`src/rtl/imem_loader.sv`:
```
// imem_loader: byte-stream loader for the 16-bit core's instruction memory.
// Optional trailing XOR checksum byte: define IMEM_LOADER_CHECKSUM_EN.
module imem_loader #(
    parameter int ADDR_WIDTH = 10,
    parameter int DATA_WIDTH = 16,
    parameter int DEPTH      = 1024
) (
    input  logic                  clk,
    input  logic                  reset,
    input  logic                  start,
    input  logic [7:0]            in_data,
    input  logic                  in_valid,
    output logic                  in_ready,
    output logic                  mem_we,
    output logic [ADDR_WIDTH-1:0] mem_addr,
    output logic [DATA_WIDTH-1:0] mem_wdata,
    output logic                  cpu_hold,
    output logic                  busy,
    output logic                  done,
    output logic                  error,
    output logic [10:0]           words_loaded
);

    localparam logic [3:0] S_IDLE   = 4'd0;
    localparam logic [3:0] S_CNT_HI = 4'd1;
    localparam logic [3:0] S_CNT_LO = 4'd2;
    localparam logic [3:0] S_D_HI   = 4'd3;
    localparam logic [3:0] S_D_LO   = 4'd4;
    localparam logic [3:0] S_WR     = 4'd5;
    localparam logic [3:0] S_DONE   = 4'd6;
    localparam logic [3:0] S_ERROR  = 4'd7;
`ifdef IMEM_LOADER_CHECKSUM_EN
    localparam logic [3:0] S_CHK    = 4'd8;
`endif

    localparam logic [16:0] LP_DEPTH = 17'(DEPTH);

    logic [3:0]            r_state;
    logic [3:0]            w_state_nx;
    logic                  r_ready;
    logic                  r_we;
    logic                  r_hold;
    logic                  r_busy;
    logic                  r_done;
    logic                  r_error;
    logic [ADDR_WIDTH-1:0] r_addr;
    logic [DATA_WIDTH-1:0] r_wdata;
    logic [10:0]           r_words;
    logic [7:0]            r_cnt_hi;
    logic [7:0]            r_hi;
    logic [15:0]           r_n;
`ifdef IMEM_LOADER_CHECKSUM_EN
    logic [7:0]            r_xor;
`endif

    logic                  w_xfer;
    logic [15:0]           w_n;
    logic [10:0]           w_words_inc;
    logic                  w_last;
    logic                  w_busy_nx;
    logic                  w_ready_nx;

    assign w_xfer      = in_valid & r_ready;
    assign w_n         = {r_cnt_hi, in_data};
    assign w_words_inc = r_words + 11'd1;
    assign w_last      = ({5'd0, w_words_inc} == r_n);

    // Frame sequencing: count bytes, then hi/lo/write per word.
    always_comb begin
        w_state_nx = r_state;
        case (r_state)
            S_IDLE, S_DONE, S_ERROR: begin
                if (start) w_state_nx = S_CNT_HI;
            end
            S_CNT_HI: begin
                if (w_xfer) w_state_nx = S_CNT_LO;
            end
            S_CNT_LO: begin
                if (w_xfer) begin
                    if (w_n == 16'd0)
                        w_state_nx = S_DONE;
                    else if ({1'b0, w_n} > LP_DEPTH)
                        w_state_nx = S_ERROR;
                    else
                        w_state_nx = S_D_HI;
                end
            end
            S_D_HI: begin
                if (w_xfer) w_state_nx = S_D_LO;
            end
            S_D_LO: begin
                if (w_xfer) w_state_nx = S_WR;
            end
            S_WR: begin
`ifdef IMEM_LOADER_CHECKSUM_EN
                w_state_nx = w_last ? S_CHK : S_D_HI;
`else
                w_state_nx = w_last ? S_DONE : S_D_HI;
`endif
            end
`ifdef IMEM_LOADER_CHECKSUM_EN
            S_CHK: begin
                if (w_xfer)
                    w_state_nx = (in_data == r_xor) ? S_DONE : S_ERROR;
            end
`endif
            default: w_state_nx = S_IDLE;
        endcase
    end

    // Decode the state being entered into registered status flags.
    always_comb begin
        w_ready_nx = (w_state_nx == S_CNT_HI) || (w_state_nx == S_CNT_LO) ||
                     (w_state_nx == S_D_HI)   || (w_state_nx == S_D_LO);
`ifdef IMEM_LOADER_CHECKSUM_EN
        w_ready_nx = w_ready_nx || (w_state_nx == S_CHK);
`endif
        w_busy_nx  = w_ready_nx || (w_state_nx == S_WR);
    end

    // State and handshake/status flags; all follow the next state.
    always_ff @(posedge clk or posedge reset) begin
        if (reset) begin
            r_state <= S_IDLE;
            r_ready <= 1'b0;
            r_we    <= 1'b0;
            r_busy  <= 1'b0;
            r_hold  <= 1'b0;
            r_done  <= 1'b0;
            r_error <= 1'b0;
        end else begin
            r_state <= w_state_nx;
            r_ready <= w_ready_nx;
            r_we    <= (w_state_nx == S_WR);
            r_busy  <= w_busy_nx;
            r_hold  <= w_busy_nx || (w_state_nx == S_ERROR);
            r_done  <= (w_state_nx == S_DONE);
            r_error <= (w_state_nx == S_ERROR);
        end
    end

    // Byte capture, word assembly, address and word counting.
    always_ff @(posedge clk or posedge reset) begin
        if (reset) begin
            r_addr   <= '0;
            r_wdata  <= '0;
            r_words  <= '0;
            r_cnt_hi <= '0;
            r_hi     <= '0;
            r_n      <= '0;
        end else begin
            case (r_state)
                S_IDLE, S_DONE, S_ERROR: begin
                    if (start) r_words <= '0;
                end
                S_CNT_HI: begin
                    if (w_xfer) r_cnt_hi <= in_data;
                end
                S_CNT_LO: begin
                    if (w_xfer) begin
                        r_n    <= w_n;
                        r_addr <= '0;
                    end
                end
                S_D_HI: begin
                    if (w_xfer) r_hi <= in_data;
                end
                S_D_LO: begin
                    if (w_xfer) r_wdata <= DATA_WIDTH'({r_hi, in_data});
                end
                S_WR: begin
                    r_words <= w_words_inc;
                    // Last address is held so it never steps past DEPTH-1.
                    if (!w_last) r_addr <= r_addr + ADDR_WIDTH'(1);
                end
                default: ;
            endcase
        end
    end

`ifdef IMEM_LOADER_CHECKSUM_EN
    // Running XOR of every accepted frame byte.
    always_ff @(posedge clk or posedge reset) begin
        if (reset) begin
            r_xor <= '0;
        end else if (start && !r_busy) begin
            r_xor <= '0;
        end else if (w_xfer) begin
            r_xor <= r_xor ^ in_data;
        end
    end
`endif

    assign in_ready     = r_ready;
    assign mem_we       = r_we;
    assign mem_addr     = r_addr;
    assign mem_wdata    = r_wdata;
    assign cpu_hold     = r_hold;
    assign busy         = r_busy;
    assign done         = r_done;
    assign error        = r_error;
    assign words_loaded = r_words;

endmodule

```
`config.mk`:
```
export PLATFORM = sky130hd
export DESIGN_NAME = imem_loader
export DESIGN_NICKNAME = d
export VERILOG_FILES = /design/src/rtl/imem_loader.sv
export SDC_FILE = /design/constraint.sdc
export NUM_CORES = 1
export LEC_CHECK = 0
export ABC_CLOCK_PERIOD_IN_PS = 4700
export CELL_PAD_IN_SITES_DETAIL_PLACEMENT = 0
export CELL_PAD_IN_SITES_GLOBAL_PLACEMENT = 1
export CORE_ASPECT_RATIO = 2
export CORE_MARGIN = 2
export CORE_UTILIZATION = 30
export DETAILED_ROUTE_END_ITERATION = 8
export PLACE_DENSITY = 0.57
export SYNTH_ARGS = -nofsm -noshare
export SYNTH_HDL_FRONTEND = slang
export SYNTH_SLANG_ARGS = --single-unit
```
`constraint.sdc`:
```
create_clock -name clk -period 4.7 [get_ports clk]
set_clock_uncertainty 0.05 [all_clocks]
set_input_delay 0.47 -clock clk [delete_from_list [all_inputs] [get_ports clk]]
set_output_delay 0.47 -clock clk [all_outputs]
set_load 0.05 [all_outputs]
```
==> results.ini, run 1 <==
[place]
port_buffers=54
routabilityCongestion=0.8035
dp_cells=585
dp.final_hpwl_um=7220

[clocking]
cts_num_sinks=79
post_cts_resized=0
clockBufferDepth=2
cts_max_level=3
root_buffer=clkbuf_16
ctsHoldBuffers=0
clkSlewWorstSetupHoldPaths_ps=70
cts_tree=yes
post_cts_buffers=0
clk_latency_ps=340
numCtsBuffers=9

[logic_synthesis]
yosys_most_used_dff=dfrtp_1
yosysSeqAreaShare_pct=51.91
synth.area.top_cells=dfrtp_1 (52%), nand2_1 (11%), mux2_2 (4.7%)
postSynthCellCount=399
synth_simple_gate_area_share_pct=23.69
synth_xor_area_share_pct=3.909
yosys.area_share.adder_pct=0.6570
synth.mux.area_fraction_pct=5.519
yosysTopAreaCell=dfrtp_1
synth-async-reset-ratio_pct=100.0
synth-compound-area-share_pct=11.37
syn-cell-area_mm2=0.003809
synth_common_cells=nand2_1 (115), dfrtp_1 (79), o21ai_0 (22)
synth_edf_count=0
synth_top_area_share_pct=51.91
synth.most_common_cell=nand2_1
ys_types=59
syn_area_per_cell_um2=9.545
syn_nets=413
ys_ff_latch=79
synth_top_family_by_area=simple AND/OR/NAND/NOR gates
ys_warn_count=0

[floorplanning]
num_rows=58
fp.dieArea_mm2=0.01367
die_y_um=163.3
start_util_pct=30.51
core_mm2=0.01248
die_w_um=83.67
ioPinCount=55

[worst_setup_path]
rr_startpoint=words_loaded[0]
critPathLaunchType=input pin
end_kind=flop
required_ps=4940
critPathKind=input pin to flop
worstPathMaxFanout=23
critPathLaunch=in_valid
arrival_ps=3160

[global_route]
grt_max_degree=43
grt_pass1_vias=3049
grt_usage_pct=15.28
antenna_found_initial=0
grt_overflow=0
grt_pass1_wl_um=16070

[flow_run]
drv_cap=0

[routing]
vias_per_cell=5.018
avgRoutedWirePerCell_um=16.45
antenna_left=0
wl_um=9888
dr.first_iter.drc_count=121
drc=0
drtPass1Iterations=4
vias=3016

[sta]
rsz0062_at_grt=no
worstMarginPinSlew_ps=945.0
slew_viol_final=0
fin_setup_tns_ps=0
slew_headroom_pct=36.81
setup_viol=0
fin_crit_sh_pct=62.19
fin_crit_ps=2923
hold_viol_final=0
max_freq_mhz=342.1

[power]
leakage_nw=2.170
vdd.ir_drop.worst_mv=0.1981
power_density_mw_per_mm2=371.0

[worst_hold_path]
min_from=r_n[15]
worst_hold_path_type=flop to flop

[final_layout]
drive_above_1_share_pct=10.20
finalCoreUtilization_pct=38.41
fill_cells=1321
diodes=0
instances_no_fill=601
fin_nets=460
area_growth_pct=25.89

[run_status]
status=finished clean

[registers in the layout (all words and copies together), names as in the netlist]
register      count
error             1
r_n              16
r_state           4
in_ready          1
mem_we            1
mem_addr         10
r_hi              8
cpu_hold          1
done              1
r_cnt_hi          8
busy              1
mem_wdata        16
words_loaded     11
[stage by stage]
| step | cell area [µm²] | total power [W] | worst slack (ps) | hold slack (ps) |
|---|---|---|---|---|
| 5_1_grt | 4795 | 0.001859 | 1495 | 454.6 |
| 3_5_place_dp | 4463 | 0.001020 | 1390 | 404.7 |
| 4_1_cts | 4795 | 0.001797 | 1741 | 421.2 |
| 6_report | 4795 | 0.001779 | 1777 | 417.9 |
| 3_3_place_gp | 4463 | 0.001016 | 1489 | 400.0 |
| 2_1_floorplan | 3809 | 0.0009311 | 1891 | 383.1 |
[metal layers]
metal  global-route usage (%)  share of wire [%]  routed length, µm  vias to the layer above
li1                         -                  -                  -                     1477
met1                    16.70                 38               3801                     1478
met2                    27.93                 56               5538                       46
met3                    2.375                2.6                256                       15
met4                    8.211                3.0                293                        0
met5                        0                  0                  0                        -
[cell families (layout without fill, tap and decap cells)]
group	count (synthesis)	in the layout
muxes	19	19
and+or+nand+nor	190	190
DFF	79	79
adders and majority gates	2	2
other	1	1
AOI/OAI and AO/OA	65	65
buffers and inverters	26	78
xor gates and xnor gates	17	17
[layout by cell type (no fill, tap or decap), drive strengths merged, types with 4 or more instances in the layout]
| cell type | netlist | layout |
|---|---|---|
| a21oi | 12 | 12 |
| and3 | 6 | 6 |
| clkbuf | 15 | 10 |
| clkdlybuf4s50 | 0 | 54 |
| dfrtp | 79 | 79 |
| inv | 6 | 6 |
| mux2 | 16 | 16 |
| nand2 | 115 | 115 |
| nand3 | 9 | 9 |
| nand4 | 7 | 7 |
| nor2 | 19 | 19 |
| nor3 | 6 | 6 |
| nor4 | 4 | 4 |
| o21ai | 22 | 22 |
| o31ai | 6 | 6 |
| xnor2 | 8 | 8 |
| xor2 | 9 | 9 |
[final timing paths]
kind                                         to  slack [ps]  cells past startpoint
worst max-delay path                   cpu_hold        1780                      9
worst min-delay path                    r_n[15]         420                      2
max in group asynchronous           mem_addr[0]        3130                      3
min in group asynchronous       words_loaded[7]         510                      2
worst min register to register          r_n[15]         420                      2
worst max register to register         cpu_hold        1860                     10
[power breakdown]
part,total (W),internal (W),switching (W)
Combinational,0.000226,0.0000916,0.000134
Sequential,0.000775,0.000729,0.0000462
Clock,0.000778,0.000482,0.000296
Total,0.00178,0.00130,0.000476
[critical path: stages]
cell and delay, ps:
clkdlybuf4s50_1 520, nand2_1 100, nor3_1 330, nand3b_1 730, o22a_1 430, a21boi_2 180
inv_2 120, nor3b_2 60, o21ba_2 240
[layout make-up]
| type | instances | area, µm² | share of cell area, % |
|---|---|---|---|
| flip-flops and latches | 79 | 1977 | 41.23 |
| multi-input cells | 294 | 1723 | 35.93 |
| repair buffers | 55 | 548.0 | 11.43 |
| clock buffers | 10 | 239.0 | 4.984 |
| well taps | 150 | 187.7 | 3.914 |
| clock inverters | 6 | 92.59 | 1.931 |
| inverters | 7 | 27.53 | 0.5741 |
(Power assumes the default switching activity.)
==> run 2, diff against run 1 <==
--- a/config.mk
+++ b/config.mk
@@ -5,7 +5,7 @@
 export SDC_FILE = /design/constraint.sdc
 export NUM_CORES = 1
 export LEC_CHECK = 0
-export ABC_CLOCK_PERIOD_IN_PS = 4700
+export ABC_CLOCK_PERIOD_IN_PS = 3050
 export CELL_PAD_IN_SITES_DETAIL_PLACEMENT = 0
 export CELL_PAD_IN_SITES_GLOBAL_PLACEMENT = 1
 export CORE_ASPECT_RATIO = 2
==> constraint.sdc (replaced) <==
create_clock -name clk -period 3.05 [get_ports clk]
set_clock_uncertainty 0.05 [all_clocks]
set_input_delay 0.305 -clock clk [delete_from_list [all_inputs] [get_ports clk]]
set_output_delay 0.305 -clock clk [all_outputs]
set_load 0.05 [all_outputs]
==> run 2 against run 1 <==
Clock power rose by 53%; critical path depth rose by 1; worst hold slack got worse by 120 ps; die area did not move; global-route usage rose by 0.11 points; combinational power rose by 55%; largest cell class unchanged.
==> results.ini, run 2 (synthesized netlist as in run 1, its figures left out) <==
[flow_run]
drv_cap=0

[run_status]
status=finished clean

[clocking]
post_cts_buffers=0
cts_tree=yes
clockBufferDepth=2
root_buffer=clkbuf_16
ctsHoldBuffers=0
clkSlewWorstSetupHoldPaths_ps=60
post_cts_resized=0
cts_max_level=3
cts_num_sinks=79
numCtsBuffers=9
clk_latency_ps=330

[routing]
dr.first_iter.drc_count=131
wl_um=10060
vias=3055
antenna_left=0
avgRoutedWirePerCell_um=16.55
vias_per_cell=5.025
drc=0
drtPass1Iterations=4

[final_layout]
instances_no_fill=608
final_cell_mix=nand2_1 (115), dfrtp_1 (79), clkdlybuf4s50_1 (54)
diodes=0
drive_above_1_share_pct=11.57
layout_commonest_cell=nand2_1
fin_nets=467
area_growth_pct=27.60

[worst_hold_path]
worst_hold_path_type=input pin to asynchronous set/reset pin

[power]
leakage_nw=2.208
switching_power_w=0.0007227
intPower_w=0.002013
p_sw_share_pct=26.42
seqPwrFrac_pct=43.8
vdd.ir_drop.worst_mv=0.2583
power_frac_comb_pct=12.8
power_density_mw_per_mm2=562.8
p_clk_share_pct=43.4
total_power_w=0.002735

[place]
dp.final_hpwl_um=7544
port_buffers=54
routabilityCongestion=0.7992
dp_cells=592

[worst_setup_path]
cp_slowest_cell=dfrtp_1
critPathLaunchType=flop
arrival_ps=2960
cpPeakStageDelay_ps=470
required_ps=3220
worstPathCellList=ha_1, nand3_2, a211oi_1, o21ai_0, o2111ai_2, nor2_2, a21boi_2, inv_2, nor3b_2, o21ba_2
worstPathMaxFanout=13
end_kind=flop
critPathKind=flop to flop

[sta]
max_freq_mhz=358.5
slew_headroom_pct=56.97
fin_setup_tns_ps=0
fin_crit_sh_pct=91.45
worstMarginPinSlew_ps=645.5
rsz0062_at_grt=no
slew_viol_final=0
fin_crit_ps=2789
hold_viol_final=0
setup_viol=0
holdWs_ps=301.3

[floorplanning]
core_mm2=0.01248
ioPinCount=55
fp.dieArea_mm2=0.01367
start_util_pct=30.51
num_rows=58
die_w_um=83.67
die_y_um=163.3

[global_route]
grt_overflow=0
grt_pass1_wl_um=16280
antenna_found_initial=0
grt_usage_pct=15.39
grt_pass1_vias=3027
grt_max_degree=46

[run 2: cell count changes in the layout (fill, tap and decap cells not counted)]
| cell | change |
|---|---|
| buf_4 | +6 |
| buf_12 | +1 |
[run 2: path summary, 6_finish.rpt]
| path | start | to | slack (ps) | depth (start not counted) |
|---|---|---|---|---|
| max in group asynchronous | reset | r_state[0] | 1980 | 3 |
| min in group clk | r_hi[7] | mem_wdata[15] | 410 | 2 |
| max reg2reg | words_loaded[1] | cpu_hold | 260 | 10 |
| max | words_loaded[1] | cpu_hold | 260 | 10 |
| min | reset | mem_wdata[14] | 300 | 2 |
| min reg2reg | r_hi[7] | mem_wdata[15] | 410 | 2 |
[run 2: per-layer routing]
metal	wire (µm)	GRT usage (%)
met1	3611	16.08
met2	5819	29.53
met3	381	2.678
met4	248	6.745
met5	0	0
[run 2: cell type report]
class                   count  area, µm²
fillers                  1275       7622
flip-flops and latches     79       1977
multi-input cells         294       1723
repair buffers             62      613.1
clock buffers              10      239.0
well taps                 150      187.7
clock inverters             6      92.59
inverters                   7      27.53
[run 2: critical path: cells and delay by family, from the launching register on]
family          cells  cell delay (ps)
compound gates      5             1150
simple gates        3              580
flops               1              470
fa+ha+maj           1              340
buf+inv             1               80
[run 2: per-stage QoR]
stage | util, % | setup slack, ps | instance area, µm²
global placement | 36.28 | 351.8 | 4528
global route | 38.93 | 41.63 | 4860
floorplan | - | 241.2 | 3809
CTS | 38.93 | 279.8 | 4860
detailed placement | 36.28 | 287.0 | 4528
finish | 38.93 | 260.9 | 4860
[run 2: power groups by stage]
stage	Clock [W]	Combinational [W]	Sequential, W
after detailed placement	0	0.000359	0.00122
after global routing	0.00126	0.000384	0.00121
after floorplan	0	0.000173	0.00126
final	0.00119	0.000351	0.00120
after CTS	0.00122	0.000360	0.00120
after global placement	0	0.000356	0.00122
